**src/rtl/param_ram_pkg.sv**
```systemverilog
`default_nettype none
// ============================================================================
//  Module      : param_ram_pkg
//  Description : Shared types and default widths for the self-initialising
//                parameterised RAM.
//  Revision    : 1.0 - initial release
// ============================================================================
package param_ram_pkg;

  // Default geometry: 64 words of 8 bits
  localparam int DEF_DATA_W = 8;
  localparam int DEF_ADDR_W = 6;

  // Controller state: clearing the array, or servicing requests
  typedef enum logic [0:0] {
    ST_INIT = 1'b0,
    ST_RUN  = 1'b1
  } state_t;

endpackage : param_ram_pkg
`default_nettype wire

```
**src/rtl/param_ram.sv**
```systemverilog
`default_nettype none
// ============================================================================
//  Module      : param_ram
//  Description : Single-port RAM that clears itself to INIT_VAL after reset
//                or on a clr pulse, then services one read or write per
//                cycle with a registered read port (latency 1).
//  Revision    : 1.0 - initial release
// ============================================================================
module param_ram
  import param_ram_pkg::*;
#(
  parameter int                DATA_W   = DEF_DATA_W,
  parameter int                ADDR_W   = DEF_ADDR_W,
  parameter logic [DATA_W-1:0] INIT_VAL = '0
) (
  input  logic              clk,
  input  logic              reset,
  input  logic              req,
  input  logic              wr,
  input  logic [ADDR_W-1:0] addr,
  input  logic [DATA_W-1:0] din,
  input  logic              clr,
  output logic              ready,
  output logic [DATA_W-1:0] dout,
  output logic              rd_valid
);

  localparam int              DEPTH = 2 ** ADDR_W;
  // Last word index, sized to the one-bit-wider counter so it never wraps
  localparam logic [ADDR_W:0] LAST  = (ADDR_W + 1)'(DEPTH - 1);

  state_t              state;
  logic [ADDR_W:0]     cnt;
  logic [DATA_W-1:0]   mem [DEPTH];

  logic                accept;
  logic                mem_we;
  logic [ADDR_W-1:0]   mem_waddr;
  logic [DATA_W-1:0]   mem_wdata;

  // A request only takes effect while running and not being cleared
  always_comb begin
    accept = ready && req && !clr;
  end

  // Single write port shared by the clearing sweep and user writes
  always_comb begin
    mem_we    = 1'b0;
    mem_waddr = addr;
    mem_wdata = din;
    if (state == ST_INIT) begin
      mem_we    = 1'b1;
      mem_waddr = cnt[ADDR_W-1:0];
      mem_wdata = INIT_VAL;
    end else if (accept && wr) begin
      mem_we    = 1'b1;
    end
  end

  // Storage array: deliberately unreset, contents come from the INIT sweep.
  // While reset is held the controller sits in INIT at cnt=0, so the only
  // write that can happen is word 0 being set to INIT_VAL, which the sweep
  // does anyway; a user write can never land once reset has been seen.
  always_ff @(posedge clk) begin
    if (mem_we) begin
      mem[mem_waddr] <= mem_wdata;
    end
  end

  // Controller: init sweep, request servicing and registered outputs
  always_ff @(posedge clk or posedge reset) begin
    if (reset) begin
      state    <= ST_INIT;
      cnt      <= '0;
      ready    <= 1'b0;
      dout     <= '0;
      rd_valid <= 1'b0;
    end else begin
      rd_valid <= 1'b0;
      case (state)
        ST_INIT: begin
          if (clr) begin
            cnt <= '0;
          end else if (cnt == LAST) begin
            state <= ST_RUN;
            ready <= 1'b1;
            cnt   <= '0;
          end else begin
            cnt <= cnt + 1'b1;
          end
        end
        ST_RUN: begin
          if (clr) begin
            state <= ST_INIT;
            cnt   <= '0;
            ready <= 1'b0;
            dout  <= '0;
          end else if (accept && !wr) begin
            dout     <= mem[addr];
            rd_valid <= 1'b1;
          end
        end
        default: begin
          state <= ST_INIT;
          cnt   <= '0;
          ready <= 1'b0;
        end
      endcase
    end
  end

endmodule : param_ram
`default_nettype wire

```
**config.mk**
```make
export PLATFORM = sky130hd
export DESIGN_NAME = param_ram
export DESIGN_NICKNAME = d
export VERILOG_FILES = /design/src/rtl/param_ram_pkg.sv /design/src/rtl/param_ram.sv
export SDC_FILE = /design/constraint.sdc
export NUM_CORES = 1
export LEC_CHECK = 0
export BUFFER_PORTS_ARGS = -buffer_cell sky130_fd_sc_hd__buf_4
export CAP_MARGIN = 20
export CORE_ASPECT_RATIO = 0.75
export CORE_MARGIN = 1.5
export CORE_UTILIZATION = 56
export CTS_CLUSTER_DIAMETER = 120
export DETAILED_ROUTE_END_ITERATION = 10
export PLACE_DENSITY = 0.8
export REMOVE_ABC_BUFFERS = 1
export SYNTH_ARGS = -nofsm -noshare
export SYNTH_HDL_FRONTEND = slang
export SYNTH_SLANG_ARGS = --single-unit
```
**constraint.sdc**
```tcl
create_clock -name clk -period 2.33 [get_ports clk]
set_input_delay 0.1165 -clock clk [delete_from_list [all_inputs] [get_ports clk]]
set_output_delay 0.1165 -clock clk [all_outputs]
set_load 0.02 [all_outputs]
```
; Word level (Yosys, flattened, before mapping)
; Memories as Yosys holds them, arrays and structs flattened.
; Index checks and enable logic that the tools add are counted.
[totals]
register_bits = 18
mem_bits_rw = 512
in_bits = 19
out_inout_bits = 10
elab_cells = 44
memories = 1
[classes]
n_addsub = 1
n_eq_ne = 4
muxes = 23
bitwise = 1
n_reduce_logical = 9
[memory_table]
columns = name, words, word_bits, read_ports, rd_clocked_by_memory_dff, wr, line_no
row1 = mem, 64, 8, 1, 0, 1, param_ram.sv:34  ; logic [DATA_W-1:0] mem [DEPTH];
[op_table]
columns = cell, count
row1 = $mux 8, 3
row2 = $mux 7, 3
row3 = $pmux 7 s2, 1
row4 = $mux 1, 13
row5 = $add 7x1->7 const B, 1
row6 = $eq 7x6->1 const B, 1
row7 = $mux 6, 1
row8 = $logic_and 1x1->1, 4
row9 = $ne 2x2->1 const B, 2
row10 = $pmux 1 s2, 2
row11 = $reduce_and 3->1, 1
row12 = $logic_not 1->1, 2
row13 = $ne 2x1->1 const B, 1
row14 = $reduce_and 2->1, 1
row15 = $reduce_bool 2->1, 1
row16 = $not 1->1, 1

; Logic depth before layout (Yosys ltp)
; Gate-level depths: netlist of the first run.
[depth]
word_depth = 7
mapped_depth = 11
ltp_nobuf = 5

; Least setup slack after synthesis of the first run
; Ideal clock, no wire load.
[synth_path]
path_kind = flip-flop to flip-flop
start = reg state
end = mem mem[0][0] (netlist bit) (data pin)
t_arrival_ps = 2058
path_slack_ps = -95
path_stages_with_launch = 5
n_path_buf = 3
period_less_slack_ps = 2425
path_cell_list = dfrtp_1 -> buf_2 -> buf_1 -> clkbuf_1 -> and2_1
[synth_between]
elab_chain_cells = 1
[synth_rtl]
columns = element, line_no
row1 = "start, declared", param_ram.sv:32  ; state_t state;
row2 = "start signal, assigned", param_ram.sv:73  ; state <= ST_INIT;
row3 = "start signal, assigned", param_ram.sv:85  ; state <= ST_RUN;
row4 = "start signal, assigned", param_ram.sv:94  ; state <= ST_INIT;
row5 = $mux 8, param_ram.sv:51  ; if (state == ST_INIT) begin
row6 = via mem_wdata[0], param_ram.sv:39  ; logic [DATA_W-1:0] mem_wdata;
row7 = "end, declared", param_ram.sv:34
; The timed path passes the listed nets, and every way through them passes these cells.

; Worst setup path in the final report of the first run
[layout_path]
start = reg state
end = mem mem[5][2] (netlist bit), enable pin
[layout_between]
elab_chain_cells = 3
word_cells_on_any_way = 4
classes_between = mux (4)
[layout_rtl]
columns = element, line_no
row1 = $mux 1, param_ram.sv:51
row2 = $mux 1, param_ram.sv:65  ; if (mem_we) begin
row3 = $mux 1 (not written as such), param_ram.sv:66  ; mem[mem_waddr] <= mem_wdata;
; Parallel ways exist; a longest one is shown, timed or not.

==> results of run 1 <==
## worst max-delay path, stage by stage (launching register included)
cell and delay (ps):
dfrtp_1 490, buf_4 230, o32ai_1 310, nand2_1 360, nor2_1 250, buf_4 220
## flip-flops by register name (all words and copies together) (netlist names)
| name | count |
|---|---|
| state | 1 |
| dout | 8 |
| mem | 512 |
| rd_valid | 1 |
| ready | 1 |
| cnt | 7 |
## synth_stat cells (all sizes together), types with 2 or more instances
cell type and count:
a211oi 5, a21oi 8, a22o 7, a22oi 17, a32oi 2, and2 11, buf 38, clkbuf 14
dfrtp 18, edfxtp 512, inv 5, mux2i 75, mux4 118, nand2 49, nand2b 2, nand3 12
nand4 12, nand4b 2, nor2 85, nor2b 11, nor3 2, nor3b 2, o211ai 2, o21ai 4
o32ai 4, or3 2, or4 3
## what timing repair did
action                                  CTS  global route
hold buffers                              5             0
resized for setup                         0             2
endpoints found under the setup margin    0            56
hold endpoints to repair                 31             0
## cells in the final DEF (no fill, tap or decap), types with 11 or more instances in the layout
cell / instances
dfrtp_1: 18
a22oi_1: 17
buf_4: 144
mux4_2: 99
mux2i_1: 75
nor2b_1: 11
nor2_1: 84
clkbuf_16: 49
edfxtp_1: 512
nand3_1: 11
mux4_1: 19
nand2_1: 49
nand4_1: 12
## power breakdown
group / switching, W / internal, W / leakage (nW) / total [W]
Combinational: 0.000482 / 0.000395 / 2.59 / 0.000877
Sequential: 0.0000280 / 0.0104 / 5.30 / 0.0104
Clock: 0.00337 / 0.00451 / 0.750 / 0.00788
Total: 0.00388 / 0.0153 / 8.63 / 0.0191
## cell families (layout without fill, tap and decap cells)
| family | Yosys count | count (layout) |
|---|---|---|
| compound gates | 53 | 53 |
| buf+inv | 57 | 249 |
| mux | 194 | 194 |
| flops | 530 | 530 |
| fa+ha+maj | 1 | 1 |
| xor+xnor | 2 | 2 |
| simple gates | 194 | 194 |
## per-layer routing
layer | track usage, % | part of all wire, %
met1 | 37.1 | 40
met2 | 38.9 | 47
met3 | 5.87 | 10
met4 | 8.00 | 2.9
met5 | 0 | 0.025
## per-stage QoR
stage / total power [W] / instance area, µm²
2_1_floorplan: 0.0110 / 20600
3_3_place_gp: 0.0114 / 22500
3_5_place_dp: 0.0114 / 22500
4_1_cts: 0.0192 / 24100
5_1_grt: 0.0196 / 24100
6_report: 0.0191 / 24100
## final timing paths
check | startpoint | to | slack (ps) | cells past startpoint
hold / removal | req | rd_valid$_DFF_PP0_ | 90 | 4
hold reg to reg | dout[2]$_DFFE_PP0P_ | dout[2]$_DFFE_PP0P_ | 530 | 2
max in group asynchronous | reset | cnt[5]$_DFFE_PP0P_ | 1580 | 3
setup / recovery | state$_DFF_PP0_ | mem[5][2]$_DFFE_PP_ | 160 | 5
min in group asynchronous | reset | dout[5]$_DFFE_PP0P_ | 260 | 3
setup reg to reg | state$_DFF_PP0_ | mem[5][2]$_DFFE_PP_ | 160 | 5
## cell type report
cell class,count,area [µm²]
Sequential cell,530,15800
Fill cell,2361,12900
Multi-Input combinational cell,444,4800
Timing Repair Buffer,159,1330
Clock buffer,58,1260
Tap cell,504,631
Clock inverter,27,289
Inverter,5,18.8
==> summary.txt, run 1 <==
Placement
  – Detailed Place HPWL: 29400 µm
  – Pre-CTS setup slack: 52.2 ps
  – PortBufs: 28
  – Placer Congestion: 0.922
  – Inst Count DP: 1637

CTS
  – Total CTS buffers: 47
  – Root buffer cell: clkbuf_16
  – Clk slew on worst S/H paths: 70 ps
  – CTS tree: yes
  – H-tree levels: 2
  – Latest clock arrival within the worst-skew pair: 570 ps
  – Postcts setup bufs: 0
  – Longest Clk Path Bufs: 3
  – CTS sink count: 530

Detailed routing
  – Routed WL: 47700 µm
  – Via density: 6.23
  – DR vias: 10800
  – Remaining DRCs: 0
  – 1st-pass router iterations: 6
  – DRT iter0 DRCs: 1353
  – Post-DR wirelength/cell: 27.6 µm
  – Routed Antenna Nets: 0

Pwr
  – Max rail drop VDD: 679 µV
  – Leakage power: 8.63 nW
  – Pwr per Cell Area: 792 nW/µm²

Run
  – # Max-Cap Violations: 0

Timing
  – Worst setup margin: 159 ps
  – Least-Margin Pin Slew: 781 ps
  – Clk_skew: 14.8 ps
  – Fmax: 461 MHz
  – Max-slew violation count: 0
  – Period utilisation layout: 93.2%
  – Final hold vios: 0
  – Final Critical Period: 2170 ps
  – RSZ-0062 raised after global routing: false
  – Worst slew margin: 47.9%
  – Count of endpoints failing setup in the final report: 0
  – Worst hold slack: 93.8 ps
  – Post-route setup TNS: 0 ps

Status
  – Status: finished clean

Global route
  – Initial antenna violation count: 1
  – Gr usage total: 25.5%
  – Largest net degree at the start of global routing: 65
  – Number of global-route vias before repair: 10700
  – First-pass GRT wire length: 69700 µm
  – Overflow after GRT: 0

Die
  – DIE WIDTH: 227 µm
  – Die ar.: 38700 µm²
  – Initial Util: 56.8%
  – Chip Height: 171 µm
  – Core area: 37000 µm²
  – Rows: 61
  – IO Count: 29

Yosys
  – Primary FF master, synth: edfxtp_1
  – Area leader, netlist: edfxtp_1
  – Synth area leaders: edfxtp_1 (73%), mux4_2 (11%), mux2i_1 (3.6%)
  – Register area share after synthesis: 75.3%
  – Multiplexer area fraction after synthesis: 16.6%
  – Xor and xnor fraction of the mapped netlist area: 0.0833%
  – Largest family of logic cells by synthesized area: multiplexers
  – Synth Warn #: 0
  – Syn_area_per_cell: 20.4 µm²
  – Netlist cell types: 45
  – EDFF count, synth: 512
  – Async set or reset register ratio after synthesis: 3.40%
  – Synth Area in Simple Gates: 4.17%
  – Synth top area share: 73.1%
  – Post-Synth Adder-Cell Area: 0.0595%
  – Post-synthesis instance total: 1031
  – Compound-Gate Fraction of Synth Area: 1.85%
  – #FFs+latches synth: 530
  – Synth Cell Area: 21000 µm²

Critical path
  – Worst-path fanout max: 10
  – Critical path data arrival time: 2440 ps
  – Startpoint types: register
  – Critical path required time: 2600 ps
  – CP Class: register to register
  – CP Capture Type: register

Cells and area
  – Layout cell share with drive strength beyond 1: 27.2%
  – Ant. Diodes: 0
  – Nets: 1207
  – Post-Layout Cell Count: 1727
  – Area added between synthesis and finish: 14.9%
  – Util after Layout: 65.2%

Hold path
  – Hold Crit Class: primary input to register
No activity file was read; power rests on OpenSTA's default activity.
==> run 2: changes to the inputs <==
==> constraint.sdc (replaced) <==
create_clock -name clk -period 2.33 [get_ports clk]
set_input_delay 0.3495 -clock clk [delete_from_list [all_inputs] [get_ports clk]]
set_output_delay 0.3495 -clock clk [all_outputs]
set_load 0.02 [all_outputs]
==> run 2 against run 1 <==
Hold slack worse by 64 ps. Routed wire length fell by 2.8%. Flip-flop and latch count unchanged. First-iteration DRC count up 4.7%. Via count up 0.98%. Cell count is 1.2% higher. Sequential share of layout area is 0.54 points lower. Combinational power increased by 2.9%. Power down 1.5%. Largest power group unchanged. Cell area increased by 0.84%. Count of clock-buffer cells in the layout increased by 4. Register-to-register slack worse by 120 ps. Critical path type unchanged.
==> summary.txt, run 2 (same netlist as run 1, synthesis figures left out) <==
Critical path
  – Slowest-stage cell, CP: dfrtp_2
  – Critical path data arrival time: 2590 ps (+150 ps)
  – WP buf/inv: 3 (+1)
  – CP Class: register to register
  – Slowest stage delay, CP: 500 ps (about the same)
  – Worst-path fanout max: 14 (+4)
  – Startpoint types: register
  – Top Family by Delay on Critical Path: simple AND/OR/NAND/NOR gates
  – Critical path required time: 2630 ps (+30 ps)
  – Cell Chain, Critical Path: buf_4 -> a21oi_1 -> buf_4 -> nand3_1 -> nor2_1 -> buf_4
  – CP Capture Type: register
  – Worst path most repeated cell: buf_4

CTS
  – Longest Clk Path Bufs: 3 (unchanged)
  – Total CTS buffers: 48 (+2.1%)
  – Root buffer cell: clkbuf_16
  – Clk slew on worst S/H paths: 60 ps (about the same)
  – H-tree levels: 2 (unchanged)
  – CTS sink count: 530 (unchanged)
  – CTS tree: yes
  – Latest clock arrival within the worst-skew pair: 590 ps (+20 ps)

Timing
  – Least-Margin Pin Slew: 940 ps (+159 ps)
  – Count of endpoints failing setup in the final report: 0 (unchanged)
  – Fmax: 436 MHz (-5.2%)
  – Max-slew violation count: 0 (unchanged)
  – Clk_skew: 23.1 ps (+8.30 ps)
  – RSZ-0062 raised after global routing: true
  – Worst hold slack: 30.3 ps (-63.6 ps)
  – Final Critical Period: 2290 ps (+120 ps)
  – Worst slew margin: 37.4% (-11 points)
  – Final hold vios: 0 (unchanged)
  – Period utilisation layout: 98.3% (+5.2 points)

Cells and area
  – Layout fillers: 2306 (-2.3%)
  – Commonest non-fill, non-tap cell in the layout: edfxtp_1
  – Area occupied by multi-input gates: 4800 µm² (unchanged)
  – Area added between synthesis and finish: 15.9%
  – Top Registers: mem x512, dout x8, cnt x7
  – Reg area: 15800 µm² (about the same)
  – Post-route cell area: 24400 µm² (+0.84%)
  – Top reg by flops: mem
  – Layout cell share with drive strength beyond 1: 28.9% (+1.7 points)
  – Nets: 1230 (+1.9%)
  – Max reg flops: 512 (unchanged)
  – Most frequent cells in the layout: edfxtp_1 (512), buf_4 (163), mux4_2 (99), nor2_1 (84), mux2i_1 (75)

Pwr
  – Internal power: 0.0150 W (-1.6%)
  – Net Sw Frac: 20.3% (+0.074 points)
  – Sequential fraction of design power: 55.1% (+0.8 points)
  – Max rail drop VDD: 544 µV (-20%)
  – Pwr per Cell Area: 774 nW/µm² (-2.4%)
  – Switching power: 0.00383 W (-1.2%)
  – Clock power frac: 40.1% (-1.1 points)
  – Power share of the combinational group: 4.8% (+0.2 points)
  – Leakage power: 8.76 nW (+1.4%)

Global route
  – Number of global-route vias before repair: 11000 (+2.3%)
  – Gr usage total: 24.8% (-0.68 points)
  – Largest net degree at the start of global routing: 65 (unchanged)
  – First-pass GRT wire length: 69100 µm (-0.94%)
  – Initial antenna violation count: 2 (+1)
  – Overflow after GRT: 0 (unchanged)

Detailed routing
  – Post-DR wirelength/cell: 26.5 µm (-4.0%)
  – DR vias: 10900 (+0.98%)
  – Routed Antenna Nets: 0 (unchanged)
  – Remaining DRCs: 0 (unchanged)
  – Routed WL: 46300 µm (-2.8%)
  – 1st-pass router iterations: 5 (-1)
  – Via density: 6.21 (-0.24%)
  – DRT iter0 DRCs: 1416 (+4.7%)

Die
  – Chip Height: 171 µm (unchanged)
  – Core area: 37000 µm² (unchanged)
  – DIE WIDTH: 227 µm (unchanged)
  – IO Count: 29 (unchanged)
  – Rows: 61 (unchanged)
  – Initial Util: 56.8% (unchanged)
  – Die ar.: 38700 µm² (unchanged)

Placement
  – Placer Congestion: 0.922 (about the same)
  – Detailed Place HPWL: 29300 µm (-0.43%)
  – Post-DP Area: 22700 µm² (+0.90%)
  – PortBufs: 28 (unchanged)

Run
  – # Max-Cap Violations: 0 (unchanged)

Status
  – Status: finished clean

Hold path
  – Hold Crit Class: primary input to register
## run 2: cell type report
cell class / instances / area share [%]
timing repair buffer: 181 / 6.47
multi-input combinational: 444 / 19.7
clock buffer: 62 / 5.27
clock inverter: 21 / 0.884
inverter: 5 / 0.0771
antenna: 1 / 0.0103
sequential: 530 / 65.0
tap: 504 / 2.59
## run 2: repair_timing
action	CTS	global route
buffers inserted	0	0
hold buffers	1	0
endpoints found under the hold margin	18	0
setup endpoints to repair	16	36
resized for setup	1	2
## run 2: metal layers
layer	up-vias	track usage (%)	routed length, µm
met5	-	0	13
met4	2	8.14	1470
met3	98	5.12	4320
met2	579	38.2	21700
met1	5605	36.0	18800
li1	4573	-	-
## run 2: power by group through the flow
stage | Sequential, W | Clock [W] | Combinational (W)
floorplan | 0.0106 | 0 | 0.000403
global placement | 0.0106 | 0 | 0.000875
detailed placement | 0.0106 | 0 | 0.000890
CTS | 0.0104 | 0.00765 | 0.000899
global route | 0.0104 | 0.00799 | 0.000951
finish | 0.0104 | 0.00756 | 0.000902
## run 2: worst paths after layout
path | depth (start not counted) | slack (ps) | startpoint | end
worst max register to register | 6 | 40 | state$_DFF_PP0_ | mem[19][0]$_DFFE_PP_
max in group asynchronous | 3 | 1260 | reset | state$_DFF_PP0_
worst max-delay path | 6 | 40 | state$_DFF_PP0_ | mem[19][0]$_DFFE_PP_
min in group asynchronous | 3 | 490 | reset | dout[5]$_DFFE_PP0P_
worst min register to register | 2 | 550 | dout[5]$_DFFE_PP0P_ | dout[5]$_DFFE_PP0P_
worst min-delay path | 2 | 30 | clr | cnt[3]$_DFFE_PP0P_
## run 2: per-stage QoR
stage / power, W / TNS [ps] / setup WS, ps / std cells / util [%]
floorplan: 0.0110 / -20330 / -73.3 / 979 / -
global placement: 0.0115 / -147 / -29.6 / 1659 / 61.5
detailed placement: 0.0115 / -570 / -56.6 / 1659 / 61.5
CTS: 0.0189 / 0 / 61.4 / 1743 / 65.5
global route: 0.0193 / -95.2 / -22.9 / 1748 / 65.8
finish: 0.0188 / 0 / 38.6 / 1748 / 65.8
==> run 3: changes to the inputs <==
--- a/config.mk
+++ b/config.mk
@@ -9,10 +9,10 @@
 export CAP_MARGIN = 20
 export CORE_ASPECT_RATIO = 0.75
 export CORE_MARGIN = 1.5
-export CORE_UTILIZATION = 56
+export CORE_UTILIZATION = 62
 export CTS_CLUSTER_DIAMETER = 120
 export DETAILED_ROUTE_END_ITERATION = 10
-export PLACE_DENSITY = 0.8
+export PLACE_DENSITY = 0.84
 export REMOVE_ABC_BUFFERS = 1
 export SYNTH_ARGS = -nofsm -noshare
 export SYNTH_HDL_FRONTEND = slang
==> constraint.sdc (replaced) <==
create_clock -name clk -period 2.3 [get_ports clk]
set_input_delay 0.345 -clock clk [delete_from_list [all_inputs] [get_ports clk]]
set_output_delay 0.345 -clock clk [all_outputs]
set_load 0.02 [all_outputs]
==> run 3 against run 2 <==
Die area fell by 9.5%. Utilization rose by 6.5 points. Register-to-register slack improved by 50 ps. Flip-flop and latch count did not move. Sequential power barely moved. Non-clock buffer count fell by 18. Cell area fell by 0.63%. Critical endpoint is now mem[53][6]$_DFFE_PP_. Largest power group unchanged. Highest routed layer is now met4.
==> summary.txt, run 3 (same netlist as run 1, synthesis figures left out) <==
Status
  – Status: finished clean

Critical path
  – Slowest-stage cell, CP: dfrtp_1
  – Worst path most repeated cell: buf_4
  – Worst-path fanout max: 9 (-5)
  – Critical path data arrival time: 2470 ps (-120 ps)
  – Critical path required time: 2560 ps (-70 ps)
  – CP Capture Type: register
  – Crit path launch: state$_DFF_PP0_
  – Critical Path Sink: mem[53][6]$_DFFE_PP_
  – Worst reg2reg path startpoint: state$_DFF_PP0_
  – Flop2flop setup slack: 90 ps (+50 ps)
  – Reg2reg end: mem[53][6]$_DFFE_PP_
  – R2R cell count: 6 (unchanged)
  – Slowest stage delay, CP: 550 ps (+50 ps)
  – CP Class: register to register
  – Startpoint types: register
  – Cell Chain, Critical Path: buf_4 -> nand2b_1 -> o32ai_1 -> nand2_1 -> nor2_1 -> buf_4

Cells and area
  – Area added between synthesis and finish: 15.1%
  – Nets: 1211 (-1.5%)
  – Layout cell share with drive strength beyond 1: 27.5% (-1.4 points)
  – Layout fillers: 1851 (-20%)
  – Post-route cell area: 24200 µm² (-0.63%)
  – Most frequent cells in the layout: edfxtp_1 (512), buf_4 (136), mux4_2 (99), nor2_1 (83), mux2i_1 (75)
  – Ant. Diodes: 0 (-1)
  – Top reg by flops: mem
  – Commonest non-fill, non-tap cell in the layout: edfxtp_1
  – Top Registers: mem x512, dout x8, cnt x7
  – Max reg flops: 512 (unchanged)

Global route
  – Initial antenna violation count: 0 (-2)
  – Met2 Usage GRT: 45.0% (+6.8 points)
  – M1 GR Usage: 41.3% (+5.3 points)
  – Largest net degree at the start of global routing: 65 (unchanged)
  – Top Usage Layer GRT: met2
  – Grt met3 use: 5.25% (+0.13 points)
  – Gr usage total: 28.6% (+3.7 points)
  – Overflow after GRT: 0 (unchanged)
  – Number of global-route vias before repair: 11300 (+2.9%)
  – First-pass GRT wire length: 71900 µm (+4.0%)

Detailed routing
  – DR vias: 11100 (+1.8%)
  – Post-DR wirelength/cell: 28.9 µm (+9.2%)
  – Routed WL: 48500 µm (+4.6%)
  – Routed Antenna Nets: 0 (unchanged)
  – Via density: 6.60 (+6.2%)
  – DRT iter0 DRCs: 1463 (+3.3%)
  – Remaining DRCs: 0 (unchanged)
  – 1st-pass router iterations: 6 (+1)

CTS
  – Clk slew on worst S/H paths: 60 ps (about the same)
  – Root buffer cell: clkbuf_16
  – CTS sink count: 530 (unchanged)
  – Total CTS buffers: 47 (-2.1%)
  – Latest clock arrival within the worst-skew pair: 560 ps (-30 ps)
  – Longest Clk Path Bufs: 3 (unchanged)
  – CTS tree: yes
  – H-tree levels: 2 (unchanged)

Pwr
  – Internal power: 0.0151 W (+0.77%)
  – Sequential fraction of design power: 55.5% (+0.4 points)
  – Clock power frac: 39.7% (-0.4 points)
  – Net Sw Frac: 20.2% (-0.14 points)
  – Max rail drop VDD: 670 µV (+23%)
  – Total Power: 0.0190 W (+0.59%)
  – Power share of the combinational group: 4.8% (about the same)
  – Switching power: 0.00383 W (about the same)
  – Pwr per Cell Area: 783 nW/µm² (+1.2%)
  – Leakage power: 8.67 nW (-1.0%)

Hold path
  – Hold Crit Class: primary input to register

Die
  – Rows: 58 (-4.9%)
  – IO Count: 29 (unchanged)
  – Core area: 33500 µm² (-9.6%)
  – DIE WIDTH: 216 µm (-4.9%)
  – Die ar.: 35000 µm² (-9.5%)
  – Chip Height: 162 µm (-4.9%)
  – Initial Util: 62.8% (+6.0 points)

Timing
  – Max-slew violation count: 0 (unchanged)
  – Worst hold slack: 47.9 ps (+17.6 ps)
  – Clk_skew: 15.5 ps (-7.59 ps)
  – Fmax: 453 MHz (+3.7%)
  – Worst slew margin: 41.5% (+4.1 points)
  – Final Critical Period: 2210 ps (-82.4 ps)
  – Least-Margin Pin Slew: 877 ps (-63.0 ps)
  – Count of endpoints failing setup in the final report: 0 (unchanged)
  – Final hold vios: 0 (unchanged)
  – RSZ-0062 raised after global routing: false
  – Period utilisation layout: 96.0% (-2.3 points)

Placement
  – Detailed Place HPWL: 30000 µm (+2.6%)
  – Post-DP Area: 22700 µm² (-0.13%)
  – Placer Congestion: 0.852 (-7.6%)
  – PortBufs: 28 (unchanged)

Run
  – # Max-Cap Violations: 0 (unchanged)
## run 3: cell count changes in the layout (fill, tap and decap cells not counted), moves of 2 or more
cell	change
buf_4	-27
clkinv_8	-3
clkbuf_1	+2
buf_12	+9
clkinv_1	+3
## run 3: repair_timing
action                                  4_1_cts  5_1_grt
gates resized for setup                       1        4
endpoints found under the hold margin         6        1
hold buffers                                  1        1
setup buffers                                 0        0
endpoints found under the setup margin        9       54
## run 3: area by class of cell
cell class / instances / area (µm²) / share of cell area, %
Clock buffer: 65 / 1320 / 5.44
Clock inverter: 18 / 133 / 0.548
Inverter: 5 / 18.8 / 0.0776
Multi-Input combinational cell: 444 / 4810 / 19.9
Sequential cell: 530 / 15800 / 65.4
Tap cell: 450 / 563 / 2.33
Timing Repair Buffer: 163 / 1540 / 6.34
## run 3: how the worst min path moves through the flow
stage                              from                  end  slack (ps)  depth (start not counted)
floorplan                         reset   cnt[0]$_DFFE_PP0P_         280                          1
global placement    dout[3]$_DFFE_PP0P_  dout[3]$_DFFE_PP0P_         540                          2
detailed placement  dout[1]$_DFFE_PP0P_  dout[1]$_DFFE_PP0P_         540                          2
CTS                                  wr   rd_valid$_DFF_PP0_          10                          2
global route                        clr      state$_DFF_PP0_          50                          2
finish                              clr   cnt[3]$_DFFE_PP0P_          50                          2
## run 3: power groups by stage
stage | Clock (W) | Sequential (W) | Combinational, W
after floorplan | 0 | 0.0107 | 0.000408
after global placement | 0 | 0.0107 | 0.000863
after detailed placement | 0 | 0.0107 | 0.000888
after CTS | 0.00758 | 0.0105 | 0.000903
after global routing | 0.00794 | 0.0105 | 0.000951
final | 0.00753 | 0.0105 | 0.000908
## run 3: layer usage
metal | wire [µm] | vias to the layer above
met1 | 18600 | 5664
met3 | 5040 | 122
met4 | 1580 | 0
met2 | 23300 | 722
li1 | - | 4542
met5 | 0 | -
## run 3: through the flow
stage | worst slack, ps | std cells | setup TNS (ps) | util (%)
6_report | 91.0 | 1675 | 0 | 72.3
3_5_place_dp | -114 | 1590 | -10070 | 67.9
4_1_cts | 141 | 1674 | 0 | 72.3
5_1_grt | 17.8 | 1675 | 0 | 72.3
2_1_floorplan | -103 | 979 | -31850 | -
3_3_place_gp | -63.0 | 1590 | -91.6 | 67.9
## run 3: worst max-delay path, delay by kind of cell, from the launching register on
kind            cells  cell delay [ps]
compound gates      1              170
buf+inv             2              480
flops               1              550
simple gates        3              710
